`src/rtl/mdio_pkg.sv`:
```
// Shared constants for the MDIO op arbiter: FSM state encodings, PHY register
// addresses and the BMCR command words the control FSMs issue.
package mdio_pkg;

    localparam logic [1:0] ST_IDLE  = 2'd0;
    localparam logic [1:0] ST_ISSUE = 2'd1;
    localparam logic [1:0] ST_WAIT  = 2'd2;
    localparam logic [1:0] ST_RESP  = 2'd3;

    localparam logic [4:0] REG_BMCR  = 5'h00;
    localparam logic [4:0] REG_BMSR  = 5'h01;
    localparam logic [4:0] REG_PHYSR = 5'h1A;

    localparam logic [15:0] BMCR_RST_AN  = 16'h9140;
    localparam logic [15:0] BMCR_100FD   = 16'h2100;
    localparam logic [15:0] BMCR_1000FD  = 16'h0140;

endpackage

```
`src/rtl/mdio_rr_pick.sv`:
```
// Combinational winner selection: optional fixed priority for requester 0,
// otherwise the first valid requester at or above the round-robin pointer.
module mdio_rr_pick
    import mdio_pkg::*;
#(
    parameter int NUM_REQ = 3,
    parameter bit PRIO0   = 1'b1,
    localparam int IDX_W  = $clog2(NUM_REQ)
) (
    input  logic [NUM_REQ-1:0] i_req,
    input  logic [IDX_W-1:0]   i_rr_ptr,
    output logic [NUM_REQ-1:0] o_grant,
    output logic [IDX_W-1:0]   o_idx,
    output logic               o_any
);

    localparam int PW = IDX_W + 1;

    logic [PW-1:0]    w_pos;
    logic [IDX_W-1:0] w_idx;
    logic             w_found;

    always_comb begin
        w_pos   = '0;
        w_idx   = '0;
        w_found = 1'b0;
        // Pointer plus offset never exceeds 2*NUM_REQ-2, so one subtraction wraps it.
        for (int k = 0; k < NUM_REQ; k++) begin
            w_pos = {1'b0, i_rr_ptr} + PW'(k);
            if (w_pos >= PW'(NUM_REQ)) begin
                w_pos = w_pos - PW'(NUM_REQ);
            end
            if (!w_found && i_req[w_pos[IDX_W-1:0]]) begin
                w_found = 1'b1;
                w_idx   = w_pos[IDX_W-1:0];
            end
        end
        if (PRIO0 && i_req[0]) begin
            w_found = 1'b1;
            w_idx   = '0;
        end
    end

    always_comb begin
        o_grant = '0;
        if (w_found) begin
            o_grant[w_idx] = 1'b1;
        end
    end

    assign o_idx = w_idx;
    assign o_any = w_found;

endmodule

```
`src/rtl/mdio_op_arbiter.sv`:
```
// Shares one MDIO master op port among NUM_REQ requesters, one op in flight,
// returning read data or a timeout error to the requester that won the grant.
module mdio_op_arbiter
    import mdio_pkg::*;
#(
    parameter int          NUM_REQ     = 3,
    parameter bit          PRIO0       = 1'b1,
    parameter logic [23:0] TIMEOUT_CNT = 24'd200000
) (
    input  logic                  clk,
    input  logic                  rst,
    input  logic [NUM_REQ-1:0]    req_valid,
    input  logic [NUM_REQ-1:0]    req_rh_wl,
    input  logic [NUM_REQ*5-1:0]  req_addr,
    input  logic [NUM_REQ*16-1:0] req_wr_data,
    output logic [NUM_REQ-1:0]    req_ready,
    output logic [NUM_REQ-1:0]    rsp_valid,
    output logic [15:0]           rsp_rd_data,
    output logic                  rsp_rd_ack,
    output logic                  rsp_err,
    output logic                  busy,
    output logic                  op_exec,
    output logic                  op_rh_wl,
    output logic [4:0]            op_addr,
    output logic [15:0]           op_wr_data,
    input  logic                  op_done,
    input  logic [15:0]           op_rd_data,
    input  logic                  op_rd_ack
);

    localparam int IDX_W = $clog2(NUM_REQ);

    logic [1:0]       r_state;
    logic [IDX_W-1:0] r_rr_ptr;
    logic [IDX_W-1:0] r_owner;
    logic [23:0]      r_cnt;
    logic             r_op_rh_wl;
    logic [4:0]       r_op_addr;
    logic [15:0]      r_op_wr_data;
    logic [15:0]      r_rsp_rd_data;
    logic             r_rsp_rd_ack;
    logic             r_rsp_err;

    logic [NUM_REQ-1:0] w_grant;
    logic [IDX_W-1:0]   w_idx;
    logic               w_any;
    logic               w_start;
    logic               w_timeout;

    mdio_rr_pick #(
        .NUM_REQ (NUM_REQ),
        .PRIO0   (PRIO0)
    ) u_pick (
        .i_req    (req_valid),
        .i_rr_ptr (r_rr_ptr),
        .o_grant  (w_grant),
        .o_idx    (w_idx),
        .o_any    (w_any)
    );

    assign w_start   = (r_state == ST_IDLE) && w_any && !rst;
    assign w_timeout = (r_cnt == TIMEOUT_CNT - 24'd1);

    assign req_ready   = w_start ? w_grant : '0;
    assign busy        = (r_state != ST_IDLE);
    assign op_exec     = (r_state == ST_ISSUE);
    assign op_rh_wl    = r_op_rh_wl;
    assign op_addr     = r_op_addr;
    assign op_wr_data  = r_op_wr_data;
    assign rsp_rd_data = r_rsp_rd_data;
    assign rsp_rd_ack  = r_rsp_rd_ack;
    assign rsp_err     = r_rsp_err;

    always_comb begin
        rsp_valid = '0;
        if (r_state == ST_RESP) begin
            rsp_valid[r_owner] = 1'b1;
        end
    end

    always_ff @(posedge clk) begin
        if (rst) begin
            r_state       <= ST_IDLE;
            r_rr_ptr      <= '0;
            r_owner       <= '0;
            r_cnt         <= '0;
            r_op_rh_wl    <= 1'b0;
            r_op_addr     <= '0;
            r_op_wr_data  <= '0;
            r_rsp_rd_data <= '0;
            r_rsp_rd_ack  <= 1'b0;
            r_rsp_err     <= 1'b0;
        end else begin
            case (r_state)
                ST_IDLE: begin
                    if (w_start) begin
                        r_owner      <= w_idx;
                        r_op_rh_wl   <= req_rh_wl[w_idx];
                        r_op_addr    <= req_addr[5*w_idx +: 5];
                        r_op_wr_data <= req_wr_data[16*w_idx +: 16];
                        r_state      <= ST_ISSUE;
                    end
                end
                ST_ISSUE: begin
                    r_cnt   <= '0;
                    r_state <= ST_WAIT;
                end
                ST_WAIT: begin
                    // A completion in the expiry cycle is still honoured as a normal response.
                    if (op_done) begin
                        r_rsp_rd_data <= r_op_rh_wl ? op_rd_data : 16'h0000;
                        r_rsp_rd_ack  <= op_rd_ack;
                        r_rsp_err     <= 1'b0;
                        r_state       <= ST_RESP;
                    end else if (w_timeout) begin
                        r_rsp_rd_data <= 16'h0000;
                        r_rsp_rd_ack  <= 1'b1;
                        r_rsp_err     <= 1'b1;
                        r_state       <= ST_RESP;
                    end else begin
                        r_cnt <= r_cnt + 24'd1;
                    end
                end
                ST_RESP: begin
                    r_rr_ptr <= (r_owner == IDX_W'(NUM_REQ - 1)) ? '0 : r_owner + 1'b1;
                    r_state  <= ST_IDLE;
                end
                default: r_state <= ST_IDLE;
            endcase
        end
    end

endmodule

```
`config.mk`:
```
export PLATFORM = sky130hd
export DESIGN_NAME = mdio_op_arbiter
export DESIGN_NICKNAME = d
export VERILOG_FILES = /design/src/rtl/mdio_pkg.sv /design/src/rtl/mdio_rr_pick.sv /design/src/rtl/mdio_op_arbiter.sv
export SDC_FILE = /design/constraint.sdc
export NUM_CORES = 1
export LEC_CHECK = 0
export CORE_UTILIZATION = 47
export CTS_CLUSTER_DIAMETER = 40
export DETAILED_ROUTE_END_ITERATION = 7
export PLACE_DENSITY = 0.82
export SLEW_MARGIN = 20
export SYNTH_ARGS = -nofsm -noshare
export SYNTH_HDL_FRONTEND = slang
export SYNTH_SLANG_ARGS = --single-unit
```
`constraint.sdc`:
```
create_clock -name clk -period 4.7 [get_ports clk]
set_input_delay 0.94 -clock clk [delete_from_list [all_inputs] [get_ports clk]]
set_output_delay 0.94 -clock clk [all_outputs]
set_load 0.01 [all_outputs]
```
### Word-level counts from Yosys, hierarchy flattened

Cells that the tools add are included.

| storage, ports and cells | value |
|---|---|
| bits in registers | 70 |
| latch bits | 0 |
| memory bits (writable) | 0 |
| ROM bits | 0 |
| bits of input ports | 89 |
| memories kept | 0 |

| cells by class | value |
|---|---|
| add/subtract/negate cells | 7 |
| multipliers | 1 |
| div/mod/pow operators | 0 |
| magnitude comparators | 10 |
| eq/ne operators | 9 |
| shift-type cells | 2 |
| muxes and demuxes | 40 |
| bitwise gates (word level) | 0 |
| reductions and logical operators | 17 |

Operators with widths:

| kind | count |
|---|---|
| 2-to-1 mux 16 bit | 3 |
| 2-to-1 mux 24 bit | 2 |
| case mux 24 bit (2 select lines) | 1 |
| variable part select 48 x 7 -> 16 bit | 1 |
| adder 24 x 1 -> 24 bit (second input constant) | 1 |
| equality test 24 x 18 -> 1 bit (second input constant) | 1 |
| 2-to-1 mux 2 bit | 11 |
| < comparator 2 x 3 -> 1 bit (second input constant) | 5 |
| variable part select 15 x 6 -> 5 bit | 1 |
| 2-to-1 mux 1 bit | 13 |
| 2-to-1 mux 3 bit | 3 |
| binary-select mux 1 bit (select 2 bit) | 4 |
| case mux 2 bit (4 select lines) | 1 |
| equality test 2 bit (second input constant) | 3 |
| >= comparator 3 x 2 -> 1 bit (second input constant) | 2 |
| logical AND 1 bit | 6 |
| != test 2 bit (second input constant) | 3 |
| AND reduction 2 bit | 3 |
| nonzero test 2 bit | 3 |
| subtractor 2 bit (second input constant) | 3 |
| multiplier 3 x 2 -> 5 bit (first input constant) | 1 |
| demux 1 bit (select 2 bit) | 2 |
| >= comparator 2 x 1 -> 1 bit (second input constant) | 2 |
| adder 2 x 1 -> 3 bit (second input constant) | 1 |
| 8 further kinds | 10 |

### Logic depth before layout (Yosys ltp)

Gate-level depths: netlist of run 1.

| logic depth | value |
|---|---|
| depth in word-level cells | 18 |
| gate-level depth with buffers | 9 |
| mapped depth without buffers | 7 |

### Hierarchy

From an unflattened synthesis of run 1, not the netlist that was laid out.

| unflattened totals | value |
|---|---|
| cell total of the unflattened synthesis | 406 |
| area, all modules | 3,589.7 µm² |

By module, submodules not included:

| module | instances | cells each | area an instance (µm²) |
|---|---|---|---|
| mdio_op_arbiter | 1 | 387 | 3,460.8 |
| mdio_rr_pick | 1 | 19 | 128.9 |

### Worst setup path before layout of run 1

Ideal clock, no wire load.

| path | value |
|---|---|
| kind | input-to-output |
| from | input req_valid[2] |
| to | output req_ready[1] |
| arrival time | 1.885 ns |
| required time | 3.760 ns |
| path slack | 1.875 ns |
| stages on the path | 6 |
| path through | nor2_1 o31a_4 nor2_1 clkbuf_1 nand2_1 inv_1 |

| between the ends | value |
|---|---|
| word-level cells in the longest chain between the ends | 16 |
| elaborated cells on any way between the ends | 27 |

RTL lines:

| what | RTL line | source |
|---|---|---|
| start, declared | mdio_op_arbiter.sv:12 | `input logic [NUM_REQ-1:0] req_valid,` |
| binary-select mux 1 bit (select 2 bit) | mdio_rr_pick.sv:33 | `if (!w_found && i_req[w_pos[IDX_W-1:0]]) begin` |
| 2-to-1 mux 1 bit (implied by the code) | mdio_rr_pick.sv:33 |  |
| 2-to-1 mux 1 bit | mdio_rr_pick.sv:33 |  |
| logical NOT 1 bit | mdio_rr_pick.sv:33 |  |
| logical AND 1 bit | mdio_rr_pick.sv:33 |  |
| 2-to-1 mux 1 bit | mdio_rr_pick.sv:33 |  |
| logical NOT 1 bit | mdio_rr_pick.sv:33 |  |
| logical AND 1 bit | mdio_rr_pick.sv:33 |  |
| 2-to-1 mux 2 bit | mdio_rr_pick.sv:33 |  |
| 2-to-1 mux 2 bit | mdio_rr_pick.sv:38 | `if (PRIO0 && i_req[0]) begin` |
| < comparator 2 x 3 -> 1 bit (implied by the code) or >= comparator 2 x 1 -> 1 bit (tied branches) | mdio_rr_pick.sv:47 | `o_grant[w_idx] = 1'b1;` |
| logical AND 1 bit (implied by the code) | mdio_rr_pick.sv:47 |  |
| 2-to-1 mux 1 bit (implied by the code) | mdio_rr_pick.sv:47 |  |
| demux 1 bit (select 2 bit) | -- |  |
| 2-to-1 mux 3 bit | mdio_rr_pick.sv:46 | `if (w_found) begin` |
| 2-to-1 mux 3 bit * | mdio_op_arbiter.sv:64 | `assign req_ready = w_start ? w_grant : '0;` |
| end, declared | mdio_op_arbiter.sv:16 | `output logic [NUM_REQ-1:0] req_ready,` |

Every way passes the cells marked *; elsewhere a longest branch is shown, timed or not. The select of a mux whose other input is x is not followed.

### Worst setup path after layout of run 1

| path | value |
|---|---|
| from | input req_valid[1] |
| to | output req_ready[0] |

Same word-level chain as after synthesis.

==> results of run 1 <==
==> metrics by stage <==
step / instance area [sq um] / total power, mW / cells / util [%] / worst slack (ps)
finish: 5160 / 2.09 / 637 / 71.2 / 639
global route: 5160 / 2.21 / 637 / 71.2 / 537
CTS: 5160 / 2.10 / 637 / 71.1 / 658
detailed placement: 4900 / 1.49 / 621 / 67.6 / 682
global placement: 4900 / 1.47 / 621 / 67.6 / 740
floorplan: 3540 / 1.17 / 411 / - / 1870
==> where the power goes <==
part,switching (mW),internal (mW),leakage [nW]
Sequential,0.0467,0.676,0.569
Clock,0.231,0.383,0.130
Combinational,0.393,0.366,1.24
==> cell families (layout without fill, tap and decap cells) <==
family / after synthesis / count (layout)
buf+inv: 42 / 169
compound gates: 121 / 121
flops: 70 / 70
xor+xnor: 8 / 8
mux: 3 / 3
fa+ha+maj: 8 / 8
simple gates: 159 / 159
==> cells in the mapped netlist (2+ instances only) <==
master,n
a21oi_1,27
a22o_1,12
a22oi_1,9
a311o_1,12
a31o_2,12
a31oi_1,5
a41o_1,3
and2_1,2
and3_1,19
and3_4,2
buf_1,2
buf_2,5
buf_4,2
buf_6,4
clkbuf_1,17
dfxtp_1,70
ha_1,8
inv_1,11
mux2i_1,2
nand2_1,41
nand2b_1,2
nand3_1,19
nand4_1,21
nor2_1,23
nor3_1,8
nor3b_1,2
nor4_1,4
nor4_4,2
o21ai_0,12
o21ai_1,13
o31ai_1,2
or3_1,7
xnor2_1,8
==> placed cells by master, fill, tap and decap left out, types with 5 or more instances in the layout <==
master	synthesis	final
inv_1	11	11
nand3_1	19	19
or3_1	7	7
nand2_1	41	41
a22o_1	12	12
nand4_1	21	21
and3_1	19	19
clkbuf_8	0	11
nor2_1	23	23
nor3_1	8	8
a31o_2	12	12
clkdlybuf4s50_1	0	136
o21ai_1	13	13
dfxtp_1	70	70
a22oi_1	9	9
ha_1	8	8
a31oi_1	5	5
o21ai_0	12	12
buf_4	2	5
xnor2_1	8	8
a21oi_1	27	27
a311o_1	12	12
==> cell type report <==
| class | instances | area [sq um] |
|---|---|---|
| clock buffers | 11 | 151 |
| clock inverters | 5 | 104 |
| fillers | 555 | 2090 |
| inverters | 12 | 45.0 |
| multi-input cells | 299 | 1940 |
| flip-flops and latches | 70 | 1400 |
| well taps | 99 | 124 |
| repair buffers | 141 | 1400 |
==> registers in the layout, indices dropped and copies added (netlist names) <==
| name | cells |
|---|---|
| r_cnt | 24 |
| rsp_err | 1 |
| rsp_rd_data | 16 |
| r_owner | 2 |
| r_rr_ptr | 2 |
| r_state | 2 |
| op_wr_data | 16 |
| op_rh_wl | 1 |
| op_addr | 5 |
| rsp_rd_ack | 1 |
==> critical path: cells and delay by family <==
kind,cells,cell delay (ps)
buffers and inverters,3,1160
AOI/OAI and AO/OA,2,980
and+or+nand+nor,1,40
==> layer usage <==
layer,vias up,wire (microns),global-route usage (%)
li1,1779,-,-
met1,1788,4710,35.4
met5,-,0,0
met2,116,5170,47.0
met3,25,811,8.96
met4,0,300,10.1
==> worst paths after layout <==
path / from / end / slack (ps)
max: req_valid[1] / req_ready[0] / 640
max reg2reg: r_state[0] / r_cnt[14] / 2020
min: rsp_rd_data[12] / rsp_rd_data[12] / 450
min reg2reg: rsp_rd_data[12] / rsp_rd_data[12] / 450
==> run metrics, run 1 <==
setup TNS 0 ps; Antenna diodes 0; grt total ovfl 0; fraction of layout cells with a size suffix above 1 around 8.7%; EDFF count, synth 0; Post-CTS Resized 0; simple-gate portion of the synthesized area 24.3%; Main synth FF type dfxtp_1; hold_ws about 450 ps; DR vias 3708; Post-Route WL around 11000 microns; worst vdd ir 232 uV; clock sink count 70; Starting Density 48.8%; Post-CTS Repair Setup Buffers 0; # H-tree levels 3; initial antenna violation count 0; clk_skew slightly below 7 ps; clk_lat worst skew 340 ps; Clk pin slew, worst setup/hold paths 70 ps; DR WL/cell approximately 17 microns; GRT Util Overall 28.6%; critical path, cell by cell clkdlybuf4s50_1 > o21bai_1 > a211oi_2 > nor4_4 > buf_4 > clkdlybuf4s50_1; Startpoint Class input port; Final Setup Violations 0; Worst-Margin Slew 1100 ps; die height 88.8 microns; Starting DRT DRC Count 190; top achievable clock speed 246 MHz; CTS hold repair buffers 0; post-synthesis mux area share less than 1%; worst endpoint data arrival time about 3100 ps; Layout Nets 630; Routability Congestion 0.847; I/O Pins 137; Synth area leaders dfxtp_1 40%, nand2_1 4.3%, a21oi_1 3.8%; CP max-delay cell a211oi_2; Hold Path Cell Cnt 2; Power Dens Cells a little over 400 mW/mm^2; Syn Inst Count ~410; area share of the largest cell type after synthesis around two fifths; first-pass GRT wire length 17100 microns; crit path time final 4060 ps; core area 0.00725 sq mm; Seq/Total Area, Yosys 39.6%; HP Class flop to flop; PortBufs 136; slowest stage delay, CP 760 ps; Yosys reg bits 70; Slew Limit Fails 0; async set or reset register ratio after synthesis 0%; r2r worst-path depth 7; Syn Area/Cell about 8.6 sq um; Crit Path Max Fanout 13; Vias/cell 5.82; Post-Syn Area 0.00354 sq mm; Rows 31; Die ar. 0.00788 sq mm; Crit Path Class input port to output pin; CTS Buf Count 9; Pre-antenna DRT Iters 4; Die Span X 88.8 microns; distinct cell type count after synthesis 56; Data required, critical path about 3800 ps; CTS tree built; area leader, netlist dfxtp_1; leakage ~1.9 nW; DRC viols 0; largest family of logic cells by synthesized area compound AO/OA/AOI/OAI gates; largest net degree at the start of global routing 42; Net Count, Synth 508; Slew Limit Headroom 26.4%; Adder-Cell Fraction of Synth Area 2.83%; RSZ-0062 raised after global routing false; fin crit share 86.4%; Clock Tree Root clkbuf_8; half-perimeter wire length after placement 8010 microns; max-cap violations 0; XOR/XNOR share of the synthesized area 1.98%; clk buf depth 2; number of global-route vias before repair 3462; Worst setup EP type output pin; Routed Antenna Nets 0; status finished, final reports clean; Compound-Gate Fraction of Synth Area between 20% and 30%; final hold viol count 0; area delta synth->final 45.9%; cell mode on critical path clkdlybuf4s50_1; Yosys warnings 0
Power figures use the tool's default switching activity.
==> inputs of run 2 (changes only) <==
--- a/config.mk
+++ b/config.mk
@@ -8,7 +8,7 @@
 export CORE_UTILIZATION = 47
 export CTS_CLUSTER_DIAMETER = 40
 export DETAILED_ROUTE_END_ITERATION = 7
-export PLACE_DENSITY = 0.82
+export PLACE_DENSITY = 0.85
 export SLEW_MARGIN = 20
 export SYNTH_ARGS = -nofsm -noshare
 export SYNTH_HDL_FRONTEND = slang
==> run metrics, run 2 (synthesis results as in run 1) <==
status finished, final reports clean; DP Worst Slack 631 ps (-51.0 ps); Clk pin slew, worst setup/hold paths 70 ps (about the same); fin crit share 86.7% (+0.33 points); Starting Density 48.8% (unchanged); core area 0.00725 sq mm (unchanged); Routed Antenna Nets 0 (unchanged); # H-tree levels 3 (unchanged); setup TNS 0 ps (unchanged); crit path to req_ready[0]; DR vias 3714 (+0.16%); worst endpoint data arrival time 3140 ps (+20 ps); final worst-path setup slack 623 ps (-15.5 ps); max-cap violations 0 (unchanged); half-perimeter wire length after placement 7940 microns (-0.93%); Final Setup Violations 0 (unchanged); RSZ-0062 raised after global routing false; Post-Route WL 11000 microns (-0.14%); Final Total Pwr 1.99 mW (-5.2%); Largest Register r_cnt; Vias/cell 5.81 (-0.15%); GRT Util Overall 29.3% (+0.65 points); clk_skew 4.89 ps (-1.99 ps); most frequent cells in the layout 136 x clkdlybuf4s50_1, 70 x dfxtp_1, 41 x nand2_1; Post-CTS Resized 0 (unchanged); DR WL/cell 17.2 microns (-0.45%); Slew Limit Headroom 43.7% (+17 points); die height 88.8 microns (unchanged); HP Class flop to flop; PortBufs 136 (unchanged); CTS tree built; Routability Congestion 0.964 (+14%); Crit Path Class input port to output pin; crit path time final 4080 ps (+15.5 ps); Rows 31 (unchanged); Antenna diodes 0 (unchanged); Die Span X 88.8 microns (unchanged); Hold Path Cell Cnt 2 (unchanged); worst setup path startpoint req_valid[1]; Worst setup EP type output pin; Starting DRT DRC Count 316 (+66%); clock sink count 70 (unchanged); number of global-route vias before repair 3516 (+1.6%); clk_lat worst skew 340 ps (about the same); Placed Area 0.00491 sq mm (+0.15%); clk buf depth 2 (unchanged); Clock Tree Root clkbuf_8; worst reg2reg startpoint r_state[1]; first-pass GRT wire length 17500 microns (+2.3%); Slew Limit Fails 0 (unchanged); leakage 1.91 nW (-1.1%); Startpoint Class input port; area delta synth->final 44.8%; final hold viol count 0 (unchanged); number of flip-flops in the largest register 24 (unchanged); Pre-antenna DRT Iters 6 (+2); r2r worst-path depth 7 (unchanged); Layout Nets 632 (+0.32%); top achievable clock speed 245 MHz (-0.38%); Data required, critical path 3760 ps (about the same); worst vdd ir 205 uV (-11%); Crit Path Max Fanout 13 (unchanged); fraction of layout cells with a size suffix above 1 8.33% (-0.40 points); Worst-Margin Slew 843 ps (-261 ps); most common cell after layout, fill and taps aside clkdlybuf4s50_1; CTS Buf Count 9 (unchanged); worst reg-to-reg setup slack 2170 ps (+150 ps); grt total ovfl 0 (unchanged); initial antenna violation count 0 (unchanged); largest net degree at the start of global routing 42 (unchanged); CTS hold repair buffers 0 (unchanged); Post-CTS Repair Setup Buffers 0 (unchanged); Power Dens Cells 388 mW/mm^2 (-4.4%); I/O Pins 137 (unchanged); DRC viols 0 (unchanged); Post-Layout Inst Area 0.00512 sq mm (-0.78%); Die ar. 0.00788 sq mm (unchanged); reg2reg end r_cnt[17]
## run 2: final cells by class
cell class	instances	area (sq um)
Clock buffer	13	149
Clock inverter	3	43.8
Fill cell	585	2130
Inverter	12	45.0
Multi-Input combinational cell	299	1940
Sequential cell	70	1400
Tap cell	99	124
Timing Repair Buffer	143	1420
## run 2: how the worst min path moves through the flow
stage	start	endpoint	slack, ps
4_1_cts	rsp_rd_data[11]	rsp_rd_data[11]	450
2_1_floorplan	r_cnt[1]	r_cnt[1]	460
3_5_place_dp	rsp_rd_data[11]	rsp_rd_data[11]	440
3_3_place_gp	rsp_rd_data[6]	rsp_rd_data[6]	430
6_report	rsp_rd_data[11]	rsp_rd_data[11]	450
5_1_grt	rsp_rd_data[11]	rsp_rd_data[11]	470
## run 2: metrics by stage
step	util [%]	instances	hold WS, ps
finish	70.6	639	450
global route	70.6	639	468
CTS	70.4	638	454
detailed placement	67.7	622	444
global placement	67.7	622	435
floorplan	-	411	457
## run 2: metal layers
| metal | track usage, % | vias to the layer above | part of all wire, % |
|---|---|---|---|
| met5 | 0 | - | 0 |
| met4 | 10.7 | 0 | 2.1 |
| met3 | 5.50 | 24 | 7.2 |
| met2 | 47.6 | 172 | 46 |
| met1 | 38.7 | 1741 | 44 |
| li1 | - | 1777 | - |
## run 2: power breakdown
group	switching (mW)	leakage [nW]	internal, mW
clock network	0.224	0.0976	0.261
registers	0.0501	0.569	0.676
logic	0.398	1.25	0.377
total	0.672	1.91	1.31
## run 2: worst max-delay path, stage by stage
cell and delay, ps:
clkdlybuf4s50_1 480, o21bai_1 230, a211oi_2 750, nor4_4 30
buf_4 210, clkdlybuf4s50_1 490
==> inputs of run 3 (changes only) <==
--- a/config.mk
+++ b/config.mk
@@ -5,10 +5,12 @@
 export SDC_FILE = /design/constraint.sdc
 export NUM_CORES = 1
 export LEC_CHECK = 0
+export ABC_AREA = 1
 export CORE_UTILIZATION = 47
 export CTS_CLUSTER_DIAMETER = 40
 export DETAILED_ROUTE_END_ITERATION = 7
-export PLACE_DENSITY = 0.85
+export GPL_TIMING_DRIVEN = 0
+export PLACE_DENSITY = 0.82
 export SLEW_MARGIN = 20
 export SYNTH_ARGS = -nofsm -noshare
 export SYNTH_HDL_FRONTEND = slang
==> constraint.sdc (replaced) <==
create_clock -name clk -period 4.3 [get_ports clk]
set_input_delay 0.86 -clock clk [delete_from_list [all_inputs] [get_ports clk]]
set_output_delay 0.86 -clock clk [all_outputs]
set_load 0.01 [all_outputs]
==> run metrics, run 3 <==
status finished, final reports clean; DR WL/cell 15.0 microns (-13%); initial antenna violation count 0 (unchanged); clock sink count 70 (unchanged); Antenna diodes 0 (unchanged); number of flip-flops in the largest register 24 (unchanged); clk buf depth 2 (unchanged); async set or reset register ratio after synthesis 0% (unchanged); Net Count, Synth 723 (+42%); most common cell in the netlist nand2_1; area share of the largest cell type after synthesis 33.7% (-6.0 points); Post-Syn Area 0.00416 sq mm (+18%); CTS Buf Count 9 (unchanged); Power Dens Cells 416 mW/mm^2 (+7.2%); clk_skew 13.6 ps (+8.70 ps); grt total ovfl 0 (unchanged); Post-Route WL 13200 microns (+21%); clk_lat worst skew 350 ps (about the same); Pre-antenna DRT Iters 5 (-1); DRC viols 0 (unchanged); DR vias 4674 (+26%); die height 96.1 microns (+8.3%); Yosys reg bits 70 (unchanged); largest net degree at the start of global routing 14 (-67%); placed cell count 867 (+39%); Starting DRT DRC Count 241 (-24%); worst vdd ir 242 uV (+18%); first-pass GRT wire length 20400 microns (+17%); slowest stage delay, CP 530 ps (-220 ps); EDFF count, synth 0 (unchanged); Final Setup Violations 0 (unchanged); CTS hold repair buffers 0 (unchanged); half-perimeter wire length after placement 10400 microns (+31%); GRT Util Overall 28.8% (-0.52 points); PortBufs 136 (unchanged); Die ar. 0.00924 sq mm (+17%); Startpoint Class input port; Worst setup EP type output pin; Crit Path Class input port to output pin; distinct cell type count after synthesis 37 (-34%); Vias/cell 5.29 (-8.9%); number of global-route vias before repair 4463 (+27%); Routability Congestion 0.955 (-0.98%); fraction of layout cells with a size suffix above 1 7.71% (-0.62 points); Routed Antenna Nets 0 (unchanged); worst endpoint data arrival time 3270 ps (+130 ps); core area 0.00838 sq mm (+16%); leakage 2.23 nW (+16%); cell mode on critical path inv_1; Clock Tree Root clkbuf_8; Syn Inst Count 626 (+52%); max-cap violations 0 (unchanged); Layout Nets 870 (+38%); I/O Pins 137 (unchanged); area delta synth->final 40.6%; most frequent cells in the layout 168 x nand2_1, 135 x clkdlybuf4s50_1, 71 x nor2_1; final hold viol count 0 (unchanged); Seq/Total Area, Yosys 33.7% (-6.0 points); Crit Path Max Fanout 10 (-3); CP max-delay cell clkdlybuf4s50_1; crit path time final 4130 ps; Largest Register r_cnt; Post-CTS Repair Setup Buffers 0 (unchanged); # H-tree levels 3 (unchanged); Syn Area/Cell 6.65 sq um (-23%); Slew Limit Headroom 62.5% (+19 points); Starting Density 49.7% (+0.90 points); Synth area leaders dfxtp_1 34%, nand2_1 15%, nand3_1 8.4%; area leader, netlist dfxtp_1; Data required, critical path 3440 ps (-320 ps); top cells by count, synth 168 x nand2_1, 71 x nor2_1, 70 x dfxtp_1, 70 x nand3_1, 65 x a21oi_1; most common cell after layout, fill and taps aside nand2_1; RSZ-0062 raised after global routing false; Clk pin slew, worst setup/hold paths 80 ps (about the same); Worst-Margin Slew 562 ps (-281 ps); Slew Limit Fails 0 (unchanged); top achievable clock speed about 240 MHz; CTS tree built; Main synth FF type dfxtp_1; count of non-filler cells in the finished layout 883 (+38%); Yosys warnings 0 (unchanged); HP Class flop to flop; critical path, cell by cell clkdlybuf4s50_1 > inv_1 > o21ai_2 > nand2_2 > nand2_1 > inv_1 > nand3_1 > nand3_2 > inv_2 > buf_4 > nand3_1 > inv_1 > clkdlybuf4s50_1; Rows 33 (+6.5%); setup TNS 0 ps (unchanged); fin crit share 96.1%; Die Span X 96.1 microns (+8.3%); fin util 69.8% (-0.78 points)
==> run 3: final cells by class <==
| cell class | instances | area, sq um |
|---|---|---|
| repair buffers | 136 | 1360 |
| clock buffers | 10 | 128 |
| flip-flops and latches | 70 | 1400 |
| plain buffers | 31 | 165 |
| well taps | 105 | 131 |
| multi-input cells | 480 | 2430 |
| inverters | 45 | 169 |
| clock inverters | 6 | 67.6 |
| fillers | 720 | 2530 |
==> run 3: cells by family after synthesis <==
family | share of synthesized area, %
AND/OR/NAND/NOR | 39.5
flip-flops | 33.7
AO/OA/AOI/OAI | 12.2
adder cells (fa/ha/maj) | 2.40
buffers and inverters | 8.02
XOR/XNOR | 4.21
==> run 3: layer usage <==
metal | global-route usage, % | routed length [microns]
met4 | 12.1 | 327
met1 | 34.2 | 5500
met5 | 0 | 0
met2 | 49.8 | 6540
met3 | 6.08 | 857
==> run 3: power breakdown <==
group | internal, mW | switching [mW]
Clock | 0.271 | 0.272
Combinational | 0.448 | 0.650
Sequential | 0.733 | 0.0607
==> run 3: per-stage QoR <==
stage	setup slack (ps)	power [mW]	hold slack, ps	instance area, sq um
finish	169	2.43	472	5850
global route	21.4	2.57	493	5850
CTS	124	2.44	475	5850
detailed placement	132	1.89	460	5660
global placement	173	1.88	453	5660
floorplan	1540	1.43	456	4160
==> run 3: path summary, 6_finish.rpt <==
kind | startpoint | endpoint | slack, ps | cells after the start
setup / recovery | req_valid[2] | req_ready[1] | 170 | 13
hold / removal | rsp_rd_data[9] | rsp_rd_data[9] | 470 | 2
setup reg to reg | r_rr_ptr[0] | op_rh_wl | 1970 | 15
hold reg to reg | rsp_rd_data[9] | rsp_rd_data[9] | 470 | 2
==> run 3: repair_timing <==
action	CTS	global route
hold endpoints to repair	0	0
endpoints found under the setup margin	0	1
gates resized for setup	0	1
==> run 3: worst max-delay path, delay by kind of cell <==
kind                   cells  cell delay [ps]
and+or+nand+nor            5              630
AOI/OAI and AO/OA          1              180
buffers and inverters      7             1590
